$ cat config.mk
export PLATFORM = sky130hd
export DESIGN_NAME = switch_debounce
export DESIGN_NICKNAME = d
export VERILOG_FILES = /design/src/rtl/switch_debounce_pkg.sv /design/src/rtl/switch_debounce_bit.sv /design/src/rtl/switch_debounce.sv
export SDC_FILE = /design/constraint.sdc
export NUM_CORES = 1
export LEC_CHECK = 0
export CAP_MARGIN = 20
export CORE_ASPECT_RATIO = 0.7
export CORE_UTILIZATION = 50
export CTS_BUF_LIST = sky130_fd_sc_hd__clkbuf_4 sky130_fd_sc_hd__clkbuf_8
export DETAILED_ROUTE_END_ITERATION = 10
export GPL_ROUTABILITY_DRIVEN = 0
export GPL_TIMING_DRIVEN = 0
export PLACE_DENSITY = 0.68
export SLEW_MARGIN = 0
export SYNTH_ARGS = -nofsm -noshare
export SYNTH_HDL_FRONTEND = slang
export SYNTH_SLANG_ARGS = --single-unit
$ cat constraint.sdc
create_clock -name clk -period 2.28 [get_ports clk]
set_clock_uncertainty 0.05 [all_clocks]
set_input_delay 0.456 -clock clk [delete_from_list [all_inputs] [get_ports clk]]
set_output_delay 0.456 -clock clk [all_outputs]
set_load 0.02 [all_outputs]
$ cat src/rtl/switch_debounce_pkg.sv
// Shared constants and helpers for the switch debouncer.
package sw_pkg;

  localparam int unsigned DEBOUNCE_10MS_100MHZ = 1000000;
  localparam int unsigned DEBOUNCE_SIM         = 4;

  // Counter width able to hold 0..n
  function automatic int unsigned cnt_width(input int unsigned n);
    return $clog2(n + 1);
  endfunction

endpackage

$ cat src/rtl/switch_debounce_bit.sv
// Single-bit debouncer: 2-flop synchronizer, stability counter, edge pulses.
module debounce_bit
  import sw_pkg::*;
#(
  parameter int unsigned STABLE_CYCLES = DEBOUNCE_10MS_100MHZ
) (
  input  logic clk,
  input  logic reset,
  input  logic sw_raw,
  output logic sw_clean,
  output logic sw_rise,
  output logic sw_fall
);

  localparam int unsigned         CNT_W    = cnt_width(STABLE_CYCLES);
  localparam logic [CNT_W-1:0]    CNT_LAST = CNT_W'(STABLE_CYCLES - 1);

  logic             r_s1;
  logic             r_s2;
  logic [CNT_W-1:0] r_cnt;
  logic             r_clean;
  logic             r_rise;
  logic             r_fall;

  // Only r_s2 feeds the counter; the raw pin never reaches other logic.
  always_ff @(posedge clk or posedge reset) begin
    if (reset) begin
      r_s1    <= 1'b0;
      r_s2    <= 1'b0;
      r_cnt   <= '0;
      r_clean <= 1'b0;
      r_rise  <= 1'b0;
      r_fall  <= 1'b0;
    end else begin
      r_s1   <= sw_raw;
      r_s2   <= r_s1;
      r_rise <= 1'b0;
      r_fall <= 1'b0;
      if (r_s2 == r_clean) begin
        r_cnt <= '0;
      end else if (r_cnt == CNT_LAST) begin
        r_clean <= r_s2;
        r_cnt   <= '0;
        r_rise  <= r_s2;
        r_fall  <= ~r_s2;
      end else begin
        r_cnt <= r_cnt + CNT_W'(1);
      end
    end
  end

  assign sw_clean = r_clean;
  assign sw_rise  = r_rise;
  assign sw_fall  = r_fall;

endmodule

$ cat src/rtl/switch_debounce.sv
// Multi-bit switch debouncer: one independent debounce_bit per switch.
module switch_debounce
  import sw_pkg::*;
#(
  parameter int unsigned WIDTH         = 2,
  parameter int unsigned STABLE_CYCLES = DEBOUNCE_10MS_100MHZ
) (
  input  logic             clk,
  input  logic             reset,
  input  logic [WIDTH-1:0] sw_raw,
  output logic [WIDTH-1:0] sw_clean,
  output logic [WIDTH-1:0] sw_rise,
  output logic [WIDTH-1:0] sw_fall
);

  for (genvar g = 0; g < WIDTH; g++) begin : g_bit
    debounce_bit #(
      .STABLE_CYCLES(STABLE_CYCLES)
    ) u_bit (
      .clk     (clk),
      .reset   (reset),
      .sw_raw  (sw_raw[g]),
      .sw_clean(sw_clean[g]),
      .sw_rise (sw_rise[g]),
      .sw_fall (sw_fall[g])
    );
  end

endmodule

# Word level (Yosys, flattened, before mapping)
# Cells that the tools add are included.
# W data, S select, Z words.
# word_totals
out_inout_bits	6
regBits	50
elab_cells	36
# classes
reduce_logical	2
n_eq_ne	4
bitwise_logic	4
n_addsub	2
mux	12
# ops
operator	count
$mux W20	4
$add A20 B1 Y20 const B	2
$eq A20 B20 Y1 const B	2
$mux W1	8
$not A1 Y1	4
$reduce_and A2 Y1	2
$eq A1 B1 Y1	2

# Depth between registers and ports, before layout
# Gate-level depths: netlist of run 1.
# depth
ltp_word	3
mapped_depth	6

# By module
# From an unflattened synthesis of run 1, not the netlist that was laid out.
# hier_totals
cells_unflattened	222
hier_area_um2	2449.8
# by_module_without_submodules
mod	seq_area_each_um2	n_inst	cells_per_inst	area_per_inst_um2
debounce_bit	625.6	2	111	1224.9

# Least setup slack after synthesis of run 1
# No wires, ideal clock.
# synth_path
kind	reg-to-reg
start	register g_bit[0].u_bit.r_cnt[0]
end	register g_bit[0].u_bit.r_cnt[18]
t_required_ns	2.111
slack_ns	0.444
setup_time_ns	0.119
n_path_buf	0
stages_incl_launch_ff	6
arrival_time_ns	1.667
path_cell_list	dfrtp_1 -> ha_1 -> nand2_1 -> or4_1 -> o21a_1 -> o21ba_2
# synth_via
elab_chain_len	3
word_cells_on_any_way	4
classes_between	add/sub (1); eq/ne (1); mux (2)
# synth_rtl
element	line	source
start: declaration	switch_debounce_bit.sv:20	logic [CNT_W-1:0] r_cnt;
start signal: assignment	switch_debounce_bit.sv:47	r_cnt <= r_cnt + CNT_W'(1);
$add A20 B1 Y20 or $eq A20 B20 Y1 (tied branches)	switch_debounce_bit.sv:47, switch_debounce_bit.sv:41	
$mux W20 (*)	switch_debounce_bit.sv:41	end else if (r_cnt == CNT_LAST) begin
$mux W20 (*)	switch_debounce_bit.sv:39	if (r_s2 == r_clean) begin
# Mark *: on every way between the ends. The rest lies on a longest branch, timed or not.
# A chain may end at the register's enable or synchronous reset.

# Worst setup path in the final report of run 1
# layout_path
start	register g_bit[0].u_bit.r_cnt[11]
end	register g_bit[0].u_bit.r_cnt[11]
# Same word-level chain as after synthesis.

==> results of run 1 <==
-- state kept, by name (all words and copies together), names as in the netlist --
| register | cells |
|---|---|
| g_bit.u_bit.r_cnt | 40 |
| g_bit.u_bit.r_s1 | 2 |
| g_bit.u_bit.r_s2 | 2 |
| g_bit.u_bit.sw_clean | 2 |
| g_bit.u_bit.sw_fall | 2 |
| g_bit.u_bit.sw_rise | 2 |
-- final cells by class --
| class | count | area share (%) |
|---|---|---|
| buffer | 13 | 2.90 |
| clock buffer | 6 | 2.95 |
| clock inverter | 1 | 1.07 |
| inverter | 5 | 0.670 |
| multi-input combinational | 176 | 40.8 |
| sequential | 50 | 44.6 |
| tap | 69 | 3.08 |
| timing repair buffer | 10 | 3.93 |
-- kinds of logic after synthesis --
logic type | Yosys count
AND/OR/NAND/NOR | 123
buffers and inverters | 18
AO/OA/AOI/OAI | 21
flip-flops | 50
adder cells (fa/ha/maj) | 2
multiplexers | 2
XOR/XNOR | 28
-- through the flow --
step	setup TNS [ns]	cell area [um2]	cells
after floorplan	0	2490	244
after global placement	-20.16	2670	322
after detailed placement	0	2690	323
after CTS	0	2800	330
after global routing	0	2800	330
final	0	2800	330
-- power by group through the flow --
stage                     combinational (W)  sequential [W]  clock [W]
after floorplan                   0.0000434        0.000923          0
after global placement            0.0000600        0.000926          0
after detailed placement          0.0000660        0.000926          0
after CTS                         0.0000662        0.000909   0.000648
after global routing              0.0000735        0.000912   0.000691
final                             0.0000639        0.000908   0.000632
-- cells in the mapped netlist, types with 2 or more instances --
library cell	instances	area, um2
clkbuf_1	4	15.0
buf_4	6	45.0
and2_1	3	18.8
xor2_1	6	52.6
xnor2_1	22	193
or3_1	2	12.5
nand4b_1	5	43.8
nand3b_1	4	30.0
or4_1	2	15.0
nor4_1	12	75.1
nor2_1	34	128
nand4_1	10	62.6
nand3_1	9	45.0
a21oi_1	9	45.0
nor3_1	7	35.0
inv_1	5	18.8
and3_1	3	18.8
nor3b_1	5	37.5
o21ai_0	8	40.0
nand2_1	17	63.8
dfrtp_1	50	1250
ha_1	2	25.0
-- critical path, cell delays in order (launching register included) --
cell	delay, ns
dfrtp_1	0.45
nor4bb_1	0.42
nand4_1	0.23
o31ai_4	0.45
buf_2	0.31
nor2_1	0.08
-- metal layers --
metal / part of all wire [%] / track usage, % / vias to the layer above
li1: - / - / 887
met1: 56 / 31.1 / 838
met2: 39 / 26.3 / 31
met3: 3.8 / 5.09 / 6
met4: 0.97 / 6.90 / 0
met5: 0 / 0 / -
-- worst paths after layout --
kind	startpoint	to
worst max register to register	g_bit[0].u_bit.r_cnt[11]$_DFF_PP0_	g_bit[0].u_bit.r_cnt[11]$_DFF_PP0_
worst max-delay path	g_bit[0].u_bit.r_cnt[11]$_DFF_PP0_	g_bit[0].u_bit.r_cnt[11]$_DFF_PP0_
worst min-delay path	g_bit[1].u_bit.r_s1$_DFF_PP0_	g_bit[1].u_bit.r_s2$_DFF_PP0_
worst min register to register	g_bit[1].u_bit.r_s1$_DFF_PP0_	g_bit[1].u_bit.r_s2$_DFF_PP0_
min in group asynchronous	reset	g_bit[1].u_bit.r_cnt[5]$_DFF_PP0_
max in group asynchronous	reset	g_bit[1].u_bit.r_cnt[8]$_DFF_PP0_
==> flow_metrics.tcl, run 1 <==
set metrics [dict create \
    mostFrequentLayoutCell "dfrtp_1" \
    grt_setup_unrepaired "no" \
    min_period_ns 2.10 \
    clk_latency_ns 0.30 \
    drv_slew 0 \
    async_reset_ff_share_pct 100 \
    yosysWarnings 0 \
    ctsRootBufferMaster "clkbuf_8" \
    drtAntennaViolNets 0 \
    slew_headroom_pct 55.9 \
    clkTransAtPathRegs_ns 0.08 \
    leakage_nw 1.12 \
    pwr-share-comb_pct 4.0 \
    post-cts-setup-buffers 0 \
    drc 0 \
    cts_resized 0 \
    cts_sinks 50 \
    r2r_slack_ns 0.18 \
    cap_violations 0 \
    syn_avg_cell_area_um2 10.2 \
    period_share_pct 92.2 \
    fmax_mhz 476 \
    synth-xor-area-share_pct 9.83 \
    cts_buffers 5 \
    grt_overflow 0 \
    grt_pass1_wl_um 7850 \
    synth-simple-area-share_pct 27.8 \
    die_w_um 86.4 \
    cp.arrival_ns 2.24 \
    crit_type "reg -> reg" \
    finalWorstSetupSlack_ns 0.178 \
    dp_hpwl_um 3260 \
    cts.hold.buffers_added 0 \
    rows 21 \
    power_density_nw_per_um2 572 \
    wire_per_inst_um 13.8 \
    pin_count 10 \
    n_fill_cell 426 \
    nets 267 \
    worstMarginPinSlew_ns 0.659 \
    finalWirelength_um 4540 \
    synth_flop_cell "dfrtp_1" \
    regArea_um2 1250 \
    drtIter0Drc 120 \
    synth_fa_ha_area_share_pct 1.00 \
    setup_violations 0 \
    hp-class "reg -> reg" \
    worst-path-max-fanout 10 \
    drtPass1Iterations 4 \
    synth_compound_area_share_pct 6.07 \
    area_delta_synth_final_pct 12.4 \
    antenna_cells 0 \
    grt_usage_pct 19.9 \
    synth.distinct_cells 41 \
    dieArea_um2 5280 \
    routed-via-count 1762 \
    p_switching_w 0.000331 \
    internal_power_w 0.00127 \
    drive_above_1_share_pct 11.1 \
    clock_path_buffers 2 \
    io_buffers 9 \
    synth_nets 250 \
    seq_area_frac_synth_pct 50.2 \
    synth_cells 244 \
    status "complete, no violations" \
    vias_per_cell 5.34 \
    grt_antenna_before_repair 0 \
    core_area_um2 4780 \
    crit_required_ns 2.42 \
    holdPathStages 0 \
    p_sw_share_pct 20.7 \
    start_util_pct 52.1 \
    die_h_um 61.1 \
    p_seq_share_pct 56.6 \
    ir_drop_mv 0.432 \
    cts_max_level 2 \
    cp-start-kind "flop" \
    hold_slack_ns 0.304 \
    synth-edff-count 0 \
    grt_pass1_vias 1591 \
    finalPower_w 0.00160 \
    muxShareOfSynthArea_pct 1.05 \
    final_util_pct 58.6 \
    p_clk_share_pct 39.4 \
    grt_start_max_net_pins 32 \
    final_cell_mix "dfrtp_1, nor2_1, xnor2_1" \
    synth_seq_cells 50 \
    dpl_worst_slack_ns 0.196 \
    cts_tree "built" \
    multi_input_area_um2 1140 \
    reg2regPathDepth 5 \
    syn_area_um2 2490 \
    hold_viol 0 \
    synth_top_family_by_area "simple AND/OR/NAND/NOR gates" \
    end_kind "flop" \
]
Note: power is estimated with default switching activity, not from simulation.
==> inputs of run 2 (changes only) <==
--- a/config.mk
+++ b/config.mk
@@ -8,7 +8,7 @@
 export CAP_MARGIN = 20
 export CORE_ASPECT_RATIO = 0.7
 export CORE_UTILIZATION = 50
-export CTS_BUF_LIST = sky130_fd_sc_hd__clkbuf_4 sky130_fd_sc_hd__clkbuf_8
+export CTS_BUF_LIST = sky130_fd_sc_hd__clkbuf_2 sky130_fd_sc_hd__clkbuf_4 sky130_fd_sc_hd__clkbuf_8
 export DETAILED_ROUTE_END_ITERATION = 10
 export GPL_ROUTABILITY_DRIVEN = 0
 export GPL_TIMING_DRIVEN = 0
==> results of run 2 <==
Final layout, timing and power as in run 1 (identical DEF).
==> inputs of run 3 (changes only) <==
--- a/config.mk
+++ b/config.mk
@@ -7,12 +7,12 @@
 export LEC_CHECK = 0
 export CAP_MARGIN = 20
 export CORE_ASPECT_RATIO = 0.7
-export CORE_UTILIZATION = 50
+export CORE_UTILIZATION = 55
 export CTS_BUF_LIST = sky130_fd_sc_hd__clkbuf_2 sky130_fd_sc_hd__clkbuf_4 sky130_fd_sc_hd__clkbuf_8
 export DETAILED_ROUTE_END_ITERATION = 10
 export GPL_ROUTABILITY_DRIVEN = 0
 export GPL_TIMING_DRIVEN = 0
-export PLACE_DENSITY = 0.68
+export PLACE_DENSITY = 0.73
 export SLEW_MARGIN = 0
 export SYNTH_ARGS = -nofsm -noshare
 export SYNTH_HDL_FRONTEND = slang
==> run 3 against run 2 <==
Net effect:
- register-to-register slack better by 0.02 ns
- critical path type unchanged
- clock power fell by 15%
- worst hold slack better by 0.0031 ns
- combinational power fell by 2%
- maximum frequency grew 1.1%
- routed wire length up 0.90%
- sequential share of layout area up 0.57 points
- largest power group unchanged
- cell area down 1.3%
- global-route usage grew 2.6 points
==> flow_metrics.tcl, run 3 (same netlist as run 1, synthesis figures left out) <==
set metrics [dict create \
    status "complete, no violations" \
    end_kind "flop" \
    nets 267 \
    dieArea_um2 4810 \
    dp_hpwl_um 3330 \
    drtAntennaViolNets 0 \
    rows 20 \
    grt_pass1_wl_um 7890 \
    dpl_worst_slack_ns 0.231 \
    crit_required_ns 2.43 \
    final.setup.tns_ns 0 \
    period_share_pct 91.2 \
    grt_overflow 0 \
    cts_resized 0 \
    grt_usage_pct 22.5 \
    min_period_ns 2.08 \
    crit_type "reg -> reg" \
    registers.top_by_ff_count "g_bit.u_bit.r_cnt" \
    antenna_cells 0 \
    grt_setup_unrepaired "no" \
    core_area_um2 4350 \
    mostFrequentLayoutCell "dfrtp_1" \
    rr_startpoint "g_bit[0].u_bit.r_cnt[0]$_DFF_PP0_" \
    placed_area_um2 2670 \
    clk_latency_ns 0.30 \
    grt_pass1_vias 1587 \
    cp.arrival_ns 2.23 \
    wire_per_inst_um 14.4 \
    final_cell_mix "dfrtp_1, nor2_1, xnor2_1" \
    grt_start_max_net_pins 33 \
    r2r_slack_ns 0.20 \
    holdPathStages 0 \
    cts_max_level 2 \
    timing.rr.end "g_bit[0].u_bit.r_cnt[18]$_DFF_PP0_" \
    cts_sinks 50 \
    post-cts-setup-buffers 0 \
    die_h_um 58.3 \
    ctsRootBufferMaster "clkbuf_8" \
    final_util_pct 63.6 \
    io_buffers 9 \
    hp-class "reg -> reg" \
    drtIter0Drc 120 \
    finalWirelength_um 4580 \
    hold_viol 0 \
    grt_antenna_before_repair 0 \
    hold_slack_ns 0.307 \
    slew_headroom_pct 58.3 \
    largest_reg_flops 40 \
    ir_drop_mv 0.458 \
    cp-start-kind "flop" \
    start_util_pct 57.3 \
    cts.hold.buffers_added 0 \
    n_fill_cell 364 \
    worst-path-max-fanout 6 \
    drv_slew 0 \
    cts_buffers 5 \
    pin_count 10 \
    leakage_nw 1.11 \
    die_w_um 82.5 \
    routed-via-count 1805 \
    drtPass1Iterations 4 \
    area_delta_synth_final_pct 11.0 \
    power_density_nw_per_um2 546 \
    clock_path_buffers 2 \
    clkTransAtPathRegs_ns 0.09 \
    fmax_mhz 481 \
    drive_above_1_share_pct 11.5 \
    cap_violations 0 \
    cts_tree "built" \
    holdPathEnd "g_bit[1].u_bit.r_s2$_DFF_PP0_" \
    vias_per_cell 5.69 \
    finish.instance_area_um2 2770 \
    reg2regPathDepth 5 \
    worstMarginPinSlew_ns 0.623 \
    hold_start "g_bit[1].u_bit.r_s1$_DFF_PP0_" \
    drc 0 \
    setup_violations 0 \
    finalWorstSetupSlack_ns 0.201 \
]
[run 3: how the worst max path moves through the flow]
stage / start / endpoint / slack, ns / cells after the start
detailed placement: g_bit[0].u_bit.r_cnt[0]$_DFF_PP0_ / g_bit[0].u_bit.r_cnt[18]$_DFF_PP0_ / 0.23 / 5
floorplan: g_bit[0].u_bit.r_cnt[0]$_DFF_PP0_ / g_bit[0].u_bit.r_cnt[18]$_DFF_PP0_ / 0.44 / 5
finish: g_bit[0].u_bit.r_cnt[0]$_DFF_PP0_ / g_bit[0].u_bit.r_cnt[18]$_DFF_PP0_ / 0.20 / 5
CTS: g_bit[0].u_bit.r_cnt[11]$_DFF_PP0_ / g_bit[0].u_bit.r_cnt[8]$_DFF_PP0_ / 0.22 / 5
global placement: reset / g_bit[1].u_bit.r_cnt[19]$_DFF_PP0_ / -0.39 / 2
global route: g_bit[1].u_bit.r_cnt[11]$_DFF_PP0_ / g_bit[1].u_bit.r_cnt[7]$_DFF_PP0_ / 0.04 / 6
[run 3: area by class of cell]
type	count	area (um2)	area share, %
Tap cell	55	68.8	2.49
Clock buffer	6	82.6	2.98
Multi-Input combinational cell	176	1140	41.3
Timing Repair Buffer	10	110	3.98
Clock inverter	2	12.5	0.452
Buffer	13	81.3	2.94
Inverter	5	18.8	0.678
Sequential cell	50	1250	45.2
[run 3: metal layers]
layer / global-route usage (%) / vias up / share of wire (%)
met5: 0 / - / 0
met3: 5.12 / 5 / 5.7
met2: 26.8 / 50 / 38
li1: - / 893 / -
met1: 39.1 / 857 / 55
met4: 6.02 / 0 / 0.94
[run 3: critical path, cell delays in order (launching register included)]
cell and delay, ns:
dfrtp_1 0.44, ha_1 0.25, nand2_1 0.19, or4_1 0.62, o21a_1 0.23, o21ba_2 0.20
[run 3: power by group]
group	leakage (nW)	switching, W	internal (W)
Clock	0.0472	0.000296	0.000244
Combinational	0.383	0.0000388	0.0000239
Sequential	0.684	0.0000110	0.000898
Total	1.11	0.000346	0.00117
[run 3: per-stage QoR]
stage	power (W)	instances
final	0.00151	317
after global routing	0.00157	317
after CTS	0.00153	317
after detailed placement	0.000991	309
after global placement	0.000986	308
after floorplan	0.000967	244
